`src/rtl/trainer_truth_table_sequencer.sv`:
```
// ----------------------------------------------------------------------------
// trainer_truth_table_sequencer
//
// Stimulus stage for the trainer's logic-gate unit. A start request latches
// a gate select and then drives the four {a,b} input vectors in order. After
// each vector is applied, the block waits SETTLE_CYCLES cycles and then
// samples the gate output y. The four samples form a truth table, which is
// compared with the expected table for the latched gate.
//
// Parameters
//   SETTLE_CYCLES : wait cycles between applying a vector and sampling y.
//                   Legal range is 1..255 (8-bit counter).
//
// Ports
//   clk         in   single clock, rising edge
//   rst_n       in   asynchronous active-low reset
//   ena         in   block enable; low forces a synchronous abort to IDLE
//   start       in   run request, sampled only in IDLE with ena=1
//   sel_in      in   gate select [2:0], latched at start
//   y_in        in   gate-unit output
//   a_out       out  operand a
//   b_out       out  operand b
//   sel_out     out  latched gate select [2:0]
//   busy        out  high while a run is in progress
//   done        out  one-cycle pulse at run completion
//   table_valid out  high from done until the next start, abort or reset
//   table_out   out  captured truth table [3:0], bit index = {a,b}
//   pass        out  table_out matches the expected table (0 for sel 111)
// ----------------------------------------------------------------------------
module trainer_truth_table_sequencer #(
    parameter int unsigned SETTLE_CYCLES = 4
) (
    input  logic       clk,
    input  logic       rst_n,
    input  logic       ena,
    input  logic       start,
    input  logic [2:0] sel_in,
    input  logic       y_in,
    output logic       a_out,
    output logic       b_out,
    output logic [2:0] sel_out,
    output logic       busy,
    output logic       done,
    output logic       table_valid,
    output logic [3:0] table_out,
    output logic       pass
);

    typedef enum logic [1:0] {
        IDLE   = 2'd0,
        SETTLE = 2'd1,
        SAMPLE = 2'd2,
        DONE   = 2'd3
    } state_t;

    localparam logic [7:0] CNT_RELOAD = 8'(SETTLE_CYCLES - 1);

    state_t     state_q, state_d;
    logic [7:0] cnt_q, cnt_d;
    logic [1:0] idx_q, idx_d;
    logic       a_d, b_d;
    logic [2:0] sel_d;
    logic       busy_d, done_d, valid_d, pass_d;
    logic [3:0] table_d;
    logic [3:0] exp_table;

    // Reference table for the latched select; the reserved code 111 maps to
    // all zeros and has pass forced low separately.
    always_comb begin
        unique case (sel_out)
            3'b000:  exp_table = 4'b1000;  // AND
            3'b001:  exp_table = 4'b1110;  // OR
            3'b010:  exp_table = 4'b0111;  // NAND
            3'b011:  exp_table = 4'b0001;  // NOR
            3'b100:  exp_table = 4'b0110;  // XOR
            3'b101:  exp_table = 4'b1001;  // XNOR
            3'b110:  exp_table = 4'b0011;  // NOT a
            default: exp_table = 4'b0000;  // reserved
        endcase
    end

    // Next-state and next-output logic.
    always_comb begin
        // NOTE: every variable gets its hold value first, so no path through
        // the case below leaves one unassigned and infers a latch.
        state_d = state_q;
        cnt_d   = cnt_q;
        idx_d   = idx_q;
        a_d     = a_out;
        b_d     = b_out;
        sel_d   = sel_out;
        busy_d  = busy;
        done_d  = 1'b0;           // done is a single-cycle pulse
        valid_d = table_valid;
        pass_d  = pass;
        table_d = table_out;

        if (!ena) begin
            // Abort: clear everything except the latched select.
            state_d = IDLE;
            cnt_d   = 8'd0;
            idx_d   = 2'd0;
            a_d     = 1'b0;
            b_d     = 1'b0;
            busy_d  = 1'b0;
            valid_d = 1'b0;
            pass_d  = 1'b0;
            table_d = 4'b0000;
        end else begin
            unique case (state_q)
                IDLE: begin
                    if (start) begin
                        state_d = SETTLE;
                        sel_d   = sel_in;
                        idx_d   = 2'd0;
                        a_d     = 1'b0;
                        b_d     = 1'b0;
                        cnt_d   = CNT_RELOAD;
                        busy_d  = 1'b1;
                        valid_d = 1'b0;
                        pass_d  = 1'b0;
                        table_d = 4'b0000;
                    end
                end

                SETTLE: begin
                    if (cnt_q == 8'd0) begin
                        state_d = SAMPLE;
                    end else begin
                        cnt_d = cnt_q - 8'd1;
                    end
                end

                SAMPLE: begin
                    table_d[idx_q] = y_in;
                    if (idx_q == 2'd3) begin
                        // Results are registered on the final sampling edge
                        // so they are visible during the DONE cycle.
                        state_d = DONE;
                        done_d  = 1'b1;
                        valid_d = 1'b1;
                        pass_d  = (table_d == exp_table) && (sel_out != 3'b111);
                    end else begin
                        idx_d        = idx_q + 2'd1;
                        {a_d, b_d}   = idx_q + 2'd1;
                        cnt_d        = CNT_RELOAD;
                        state_d      = SETTLE;
                    end
                end

                DONE: begin
                    state_d = IDLE;
                    busy_d  = 1'b0;
                end

                default: state_d = IDLE;
            endcase
        end
    end

    // NOTE: state registers use non-blocking assignments so every flop
    // samples the values that existed before this edge.
    always_ff @(posedge clk or negedge rst_n) begin
        if (!rst_n) begin
            state_q     <= IDLE;
            cnt_q       <= 8'd0;
            idx_q       <= 2'd0;
            a_out       <= 1'b0;
            b_out       <= 1'b0;
            sel_out     <= 3'b000;
            busy        <= 1'b0;
            done        <= 1'b0;
            table_valid <= 1'b0;
            table_out   <= 4'b0000;
            pass        <= 1'b0;
        end else begin
            state_q     <= state_d;
            cnt_q       <= cnt_d;
            idx_q       <= idx_d;
            a_out       <= a_d;
            b_out       <= b_d;
            sel_out     <= sel_d;
            busy        <= busy_d;
            done        <= done_d;
            table_valid <= valid_d;
            table_out   <= table_d;
            pass        <= pass_d;
        end
    end

endmodule

```
`config.mk`:
```
export PLATFORM = sky130hd
export DESIGN_NAME = trainer_truth_table_sequencer
export DESIGN_NICKNAME = d
export VERILOG_FILES = /design/src/rtl/trainer_truth_table_sequencer.sv
export SDC_FILE = /design/constraint.sdc
export NUM_CORES = 1
export LEC_CHECK = 0
export CORE_ASPECT_RATIO = 0.9
export CORE_UTILIZATION = 50
export CTS_BUF_LIST = sky130_fd_sc_hd__clkbuf_8
export DETAILED_ROUTE_END_ITERATION = 6
export GPL_TIMING_DRIVEN = 0
export HOLD_SLACK_MARGIN = 0.06
export PLACE_DENSITY = 0.75
export REMOVE_ABC_BUFFERS = 1
export SETUP_SLACK_MARGIN = 0.1
export SKIP_CTS_REPAIR_TIMING = 1
export SYNTH_ARGS = -nofsm -noshare
export SYNTH_HDL_FRONTEND = slang
export SYNTH_SLANG_ARGS = --single-unit
```
`constraint.sdc`:
```
create_clock -name clk -period 3.6 [get_ports clk]
set_input_delay 0.54 -clock clk [delete_from_list [all_inputs] [get_ports clk]]
set_output_delay 0.54 -clock clk [all_outputs]
set_load 0.01 [all_outputs]
```
==> results of run 1 <==
## routing by layer
metal  GRT usage  up-vias  wire (um)  part of all wire
li1            -      537          -                 -
met1       0.299      497       1370              0.50
met2       0.355       16       1250              0.46
met3      0.0532        2         86             0.032
met4      0.0244        0         14            0.0051
met5           0        -          0                 0
## flip-flops by register name (all words and copies together), names as in the netlist
register	cells
state_q	2
done	1
table_out	4
sel_out	3
idx_q	2
cnt_q	8
pass	1
busy	1
table_valid	1
## critical path: cells and delay by family (launching register included)
kind	cells	cell delay, ns
AO/OA/AOI/OAI	3	0.57
flip-flops	1	0.44
AND/OR/NAND/NOR	1	0.38
multiplexers	1	0.34
adder cells (fa/ha/maj)	1	0.22
buffers and inverters	1	0.11
## cell type report
cell class                 instances  area (um^2)  area share
clock buffer                       3         41.3      0.0259
clock inverter                     1         5.00     0.00313
inverter                           7         26.3      0.0165
multi-input combinational        107          713       0.447
sequential                        23          576       0.361
tap                               28         35.0      0.0219
timing repair buffer              20          200       0.125
## path summary, 6_finish.rpt
kind | from | endpoint | slack (ns) | cells after the start
hold / removal | cnt_q[7] | cnt_q[7] | 0.49 | 1
hold reg to reg | cnt_q[7] | cnt_q[7] | 0.49 | 1
max in group asynchronous | rst_n | cnt_q[2] | 2.12 | 1
min in group asynchronous | rst_n | table_out[1] | 0.83 | 1
setup / recovery | idx_q[0] | pass | 1.45 | 7
setup reg to reg | idx_q[0] | pass | 1.45 | 7
## power by group
part           internal, mW  leakage [nW]  switching (mW)  total (mW)
Clock                0.0774        0.0255          0.0882       0.166
Combinational         0.159         0.373           0.160       0.319
Sequential            0.302         0.306          0.0745       0.376
Total                 0.538         0.704           0.323       0.861
## cells in the final DEF (no fill, tap or decap), types with 4 or more instances in the layout
cell type	netlist	final
a21oi_1	8	8
clkdlybuf4s50_1	0	20
dfrtp_1	23	23
ha_1	6	6
inv_1	7	7
mux2_2	4	4
nand2_1	15	15
nand2b_1	5	5
nor2_1	9	9
nor3_1	4	4
o21ai_0	16	16
or3_1	4	4
## kinds of logic after synthesis
logic type,synth area share
compound gates,0.195
xor+xnor,0.0327
fa+ha+maj,0.0561
buf+inv,0.0374
flops,0.430
mux,0.0673
simple gates,0.181
## per-stage QoR
| stage | setup slack [ns] | hold WS (ns) | utilization |
|---|---|---|---|
| finish | 1.45 | 0.487 | 0.642 |
| global route | 1.35 | 0.557 | 0.642 |
| CTS | 1.44 | 0.489 | 0.642 |
| detailed placement | 1.21 | 0.474 | 0.623 |
| global placement | 1.24 | 0.462 | 0.623 |
| floorplan | 1.58 | 0.244 | - |
==> results.toml, run 1 <==
[sta]
period_needed_ns = 2.15
hold_viol = 0
setup_viol = 0
worst_pin_slew_ns = 1.05
relSlewSlack = 0.295
finalClockSkew_ns = 0.00875
finalCritPeriodShare = 0.598
fmax_mhz = 465
setup_tns_ns = 0
drv_slew = 0
rsz0062_at_grt = "no"

[synth]
netlist_area_um2 = 1340
synth_commonest_cells = "dfrtp_1 (23), o21ai_0 (16), nand2_1 (15)"
yosysSeqAreaShare = 0.430
ys.flop_type = "dfrtp_1"
yosysUniqueCellTypes = 39
ys_warn_count = 0
synth_top_area_cell = "dfrtp_1"
synth_top_area_share = 0.430
synth_enable_flop_cells = 0
syn_inst = 141
synth.most_common_cell = "dfrtp_1"
ys_ff_latch = 23
avgSynthCellArea_um2 = 9.49
synthArstFlopShare = 1.00
synthTopCellsByArea = "dfrtp_1 (43%), o21ai_0 (6.0%), ha_1 (5.6%), nand2_1 (4.2%), mux2_2 (3.4%)"

[job]
max_cap_violations = 0

[route]
vias = 1052
drt_iter0_markers = 20
dr.pass1.iters = 4
wl_per_cell_um = 14.4
drt-total-wl_um = 2720
postRouteAntennaNets = 0
drc = 0
drt-vias-per-instance = 5.57

[power]
power_mw = 0.861
ir_worst_vdd_uv = 409
leakage_nw = 0.704
p_per_area_nw_per_um2 = 539

[critical_path]
worstPathArrival_ns = 2.32
path_cells = "inv_1 -> ha_1 -> mux2_4 -> or3_1 -> a211oi_2 -> a211oi_1 -> o41ai_2"
critPathMaxStageDelay_ns = 0.44
worstSetupEndpointType = "flip-flop"
slowest_stage = "dfrtp_1"
cp-start-kind = "flip-flop"
critPathMaxFanout = 5
crit_type = "flip-flop to flip-flop"
critical_path_required_ns = 3.77

[clock_network]
clockBufferDepth = 2
cts-buffers-inserted = 3
clock_latency_ns = 0.27
cts.sinks = 23
cts_tree = "done"
h-tree-depth = 1
clk_pin_slew_ns = 0.09
cts_root_buf = "clkbuf_8"

[floorplanning]
rows = 17
die_height_um = 51.1
coreArea_um2 = 2490
start_util = 0.538
ioPinCount = 21
die_area_um2 = 2890
die_w_um = 56.5

[placed_design]
placed_cells = 185
place_congestion = 0.831
dpl_cell_area_um2 = 1550
portBuffers = 20
dpl.hpwl_um = 2030

[global_routing]
grt_max_degree = 24
track_usage = 0.216
antenna_found_initial = 0
grt_overflow = 0
grt_pass1_wl_um = 4760
grt_pass1_vias = 1059

[finish]
area_growth_pct = 19.3
nets = 176
fillerInstances = 207
diodes = 0
drive_gt1_frac = 0.0683
layout.cells.non_filler = 189
final_area_um2 = 1600

[hold_path]
hold_class = "flip-flop to flip-flop"

[run_status]
status = "complete, no violations"
Power figures use the tool's default switching activity.
==> inputs of run 2 (changes only) <==
- PLACE_DENSITY: 0.75 -> 0.78
- clock period: 3.6 -> 1.9 ns (I/O delays scaled with it)
==> results.toml, run 2 (same netlist as run 1, synthesis figures left out) <==
[power]
power_switching_mw = 0.717
power_frac_seq = 0.402
power_mw = 1.82
leakage_nw = 0.748
swShare = 0.394
pwr-share-comb = 0.436
ir_worst_vdd_uv = 694
p_int_mw = 1.10
clkPwrFrac = 0.162
p_per_area_nw_per_um2 = 1030

[global_routing]
track_usage = 0.215
grt_overflow = 0
antenna_found_initial = 0
grt_pass1_vias = 1025
grt_pass1_wl_um = 4710
grt_max_degree = 24

[finish]
largestRegisters = "cnt_q: 8 flops, table_out: 4 flops, sel_out: 3 flops"
layout_common_cells = "dfrtp_1 (21), clkdlybuf4s50_1 (19), nand2_1 (15)"
nets = 181
largest_reg_flops = 8
layout_commonest_cell = "dfrtp_1"
diodes = 0
fillerInstances = 184
area_growth_pct = 32.1
drive_gt1_frac = 0.223
largest-register = "cnt_q"

[critical_path]
worstPathArrival_ns = 2.09
cp-start-kind = "flip-flop"
critical_path_required_ns = 2.06
critPathMaxFanout = 4
crit_start = "idx_q[0]"
worstSetupEndpointType = "flip-flop"
crit_type = "flip-flop to flip-flop"
r2r-start = "idx_q[0]"

[route]
drc = 0
dr.pass1.iters = 4
drt-vias-per-instance = 5.92
vias = 1149
drt-total-wl_um = 3210
drt_iter0_markers = 23
wl_per_cell_um = 16.6
postRouteAntennaNets = 0

[run_status]
violations = "setup timing"
status = "finished, violations left"

[clock_network]
clock_latency_ns = 0.26
cts-buffers-inserted = 3
cts.sinks = 23
h-tree-depth = 1
clk_pin_slew_ns = 0.08
cts_root_buf = "clkbuf_8"
clockBufferDepth = 2
cts_tree = "done"

[floorplanning]
coreArea_um2 = 2490
die_area_um2 = 2890
die_height_um = 51.1
ioPinCount = 21
rows = 17
die_w_um = 56.5
start_util = 0.538

[placed_design]
place_congestion = 0.808
dpl.hpwl_um = 2020
place_ws_ns = -0.258
portBuffers = 20

[sta]
worst_pin_slew_ns = 1.04
period_needed_ns = 1.93
hold_viol = 0
finalClockSkew_ns = 0.00163
fin_ws_ns = -0.0302
finalCritPeriodShare = 1.02
rsz0062_at_grt = "yes"
drv_slew = 0
fmax_mhz = 518
setup_viol = 1
relSlewSlack = 0.306

[job]
max_cap_violations = 0

[hold_path]
hold_class = "input port to flip-flop"
hp-start = "ena"
## run 2: worst paths after layout
kind,end,slack [ns],cells after the start
min in group asynchronous,table_out[0],0.58,1
max in group asynchronous,idx_q[0],0.62,1
max,pass,-0.03,7
max reg2reg,pass,-0.03,7
min,busy,0.47,2
min reg2reg,cnt_q[7],0.49,1
## run 2: cell type report
type,instances,area [um^2],share of cell area
clock inverter,1,3.75,0.00212
timing repair buffer,24,233,0.132
clock buffer,3,41.3,0.0234
inverter,7,26.3,0.0149
tap,28,35.0,0.0198
multi-input combinational,108,851,0.481
sequential,23,578,0.327
## run 2: metrics by stage
step / utilization / cell area (um^2) / instances / hold slack [ns] / TNS [ns]
2_1_floorplan: - / 1320 / 137 / -0.0106 / -0.123
3_3_place_gp: 0.623 / 1550 / 185 / 0.464 / -0.323
5_1_grt: 0.710 / 1770 / 194 / 0.507 / -0.132
4_1_cts: 0.641 / 1600 / 189 / 0.486 / -1.02
6_report: 0.710 / 1770 / 194 / 0.474 / -0.0302
3_5_place_dp: 0.623 / 1550 / 185 / 0.474 / -0.932
## run 2: power by group through the flow
stage | clock network, mW | logic, mW | registers [mW]
2_1_floorplan | 0 | 0.408 | 0.705
3_3_place_gp | 0 | 0.580 | 0.711
3_5_place_dp | 0 | 0.603 | 0.721
4_1_cts | 0.305 | 0.607 | 0.712
5_1_grt | 0.320 | 0.876 | 0.749
6_report | 0.295 | 0.795 | 0.732
## run 2: worst max-delay path, stage by stage, from the launching register on
cell and delay [ns]:
dfrtp_2 0.44, inv_2 0.09, ha_4 0.14, mux2_4 0.32
or3_4 0.37, a211oi_2 0.17, a211oi_1 0.08, o41ai_2 0.21
## run 2: per-layer routing
layer | track usage | up-vias | part of all wire
met4 | 0.0650 | 0 | 0.024
li1 | - | 552 | -
met1 | 0.285 | 554 | 0.44
met3 | 0.0380 | 8 | 0.036
met5 | 0 | - | 0
met2 | 0.363 | 35 | 0.50
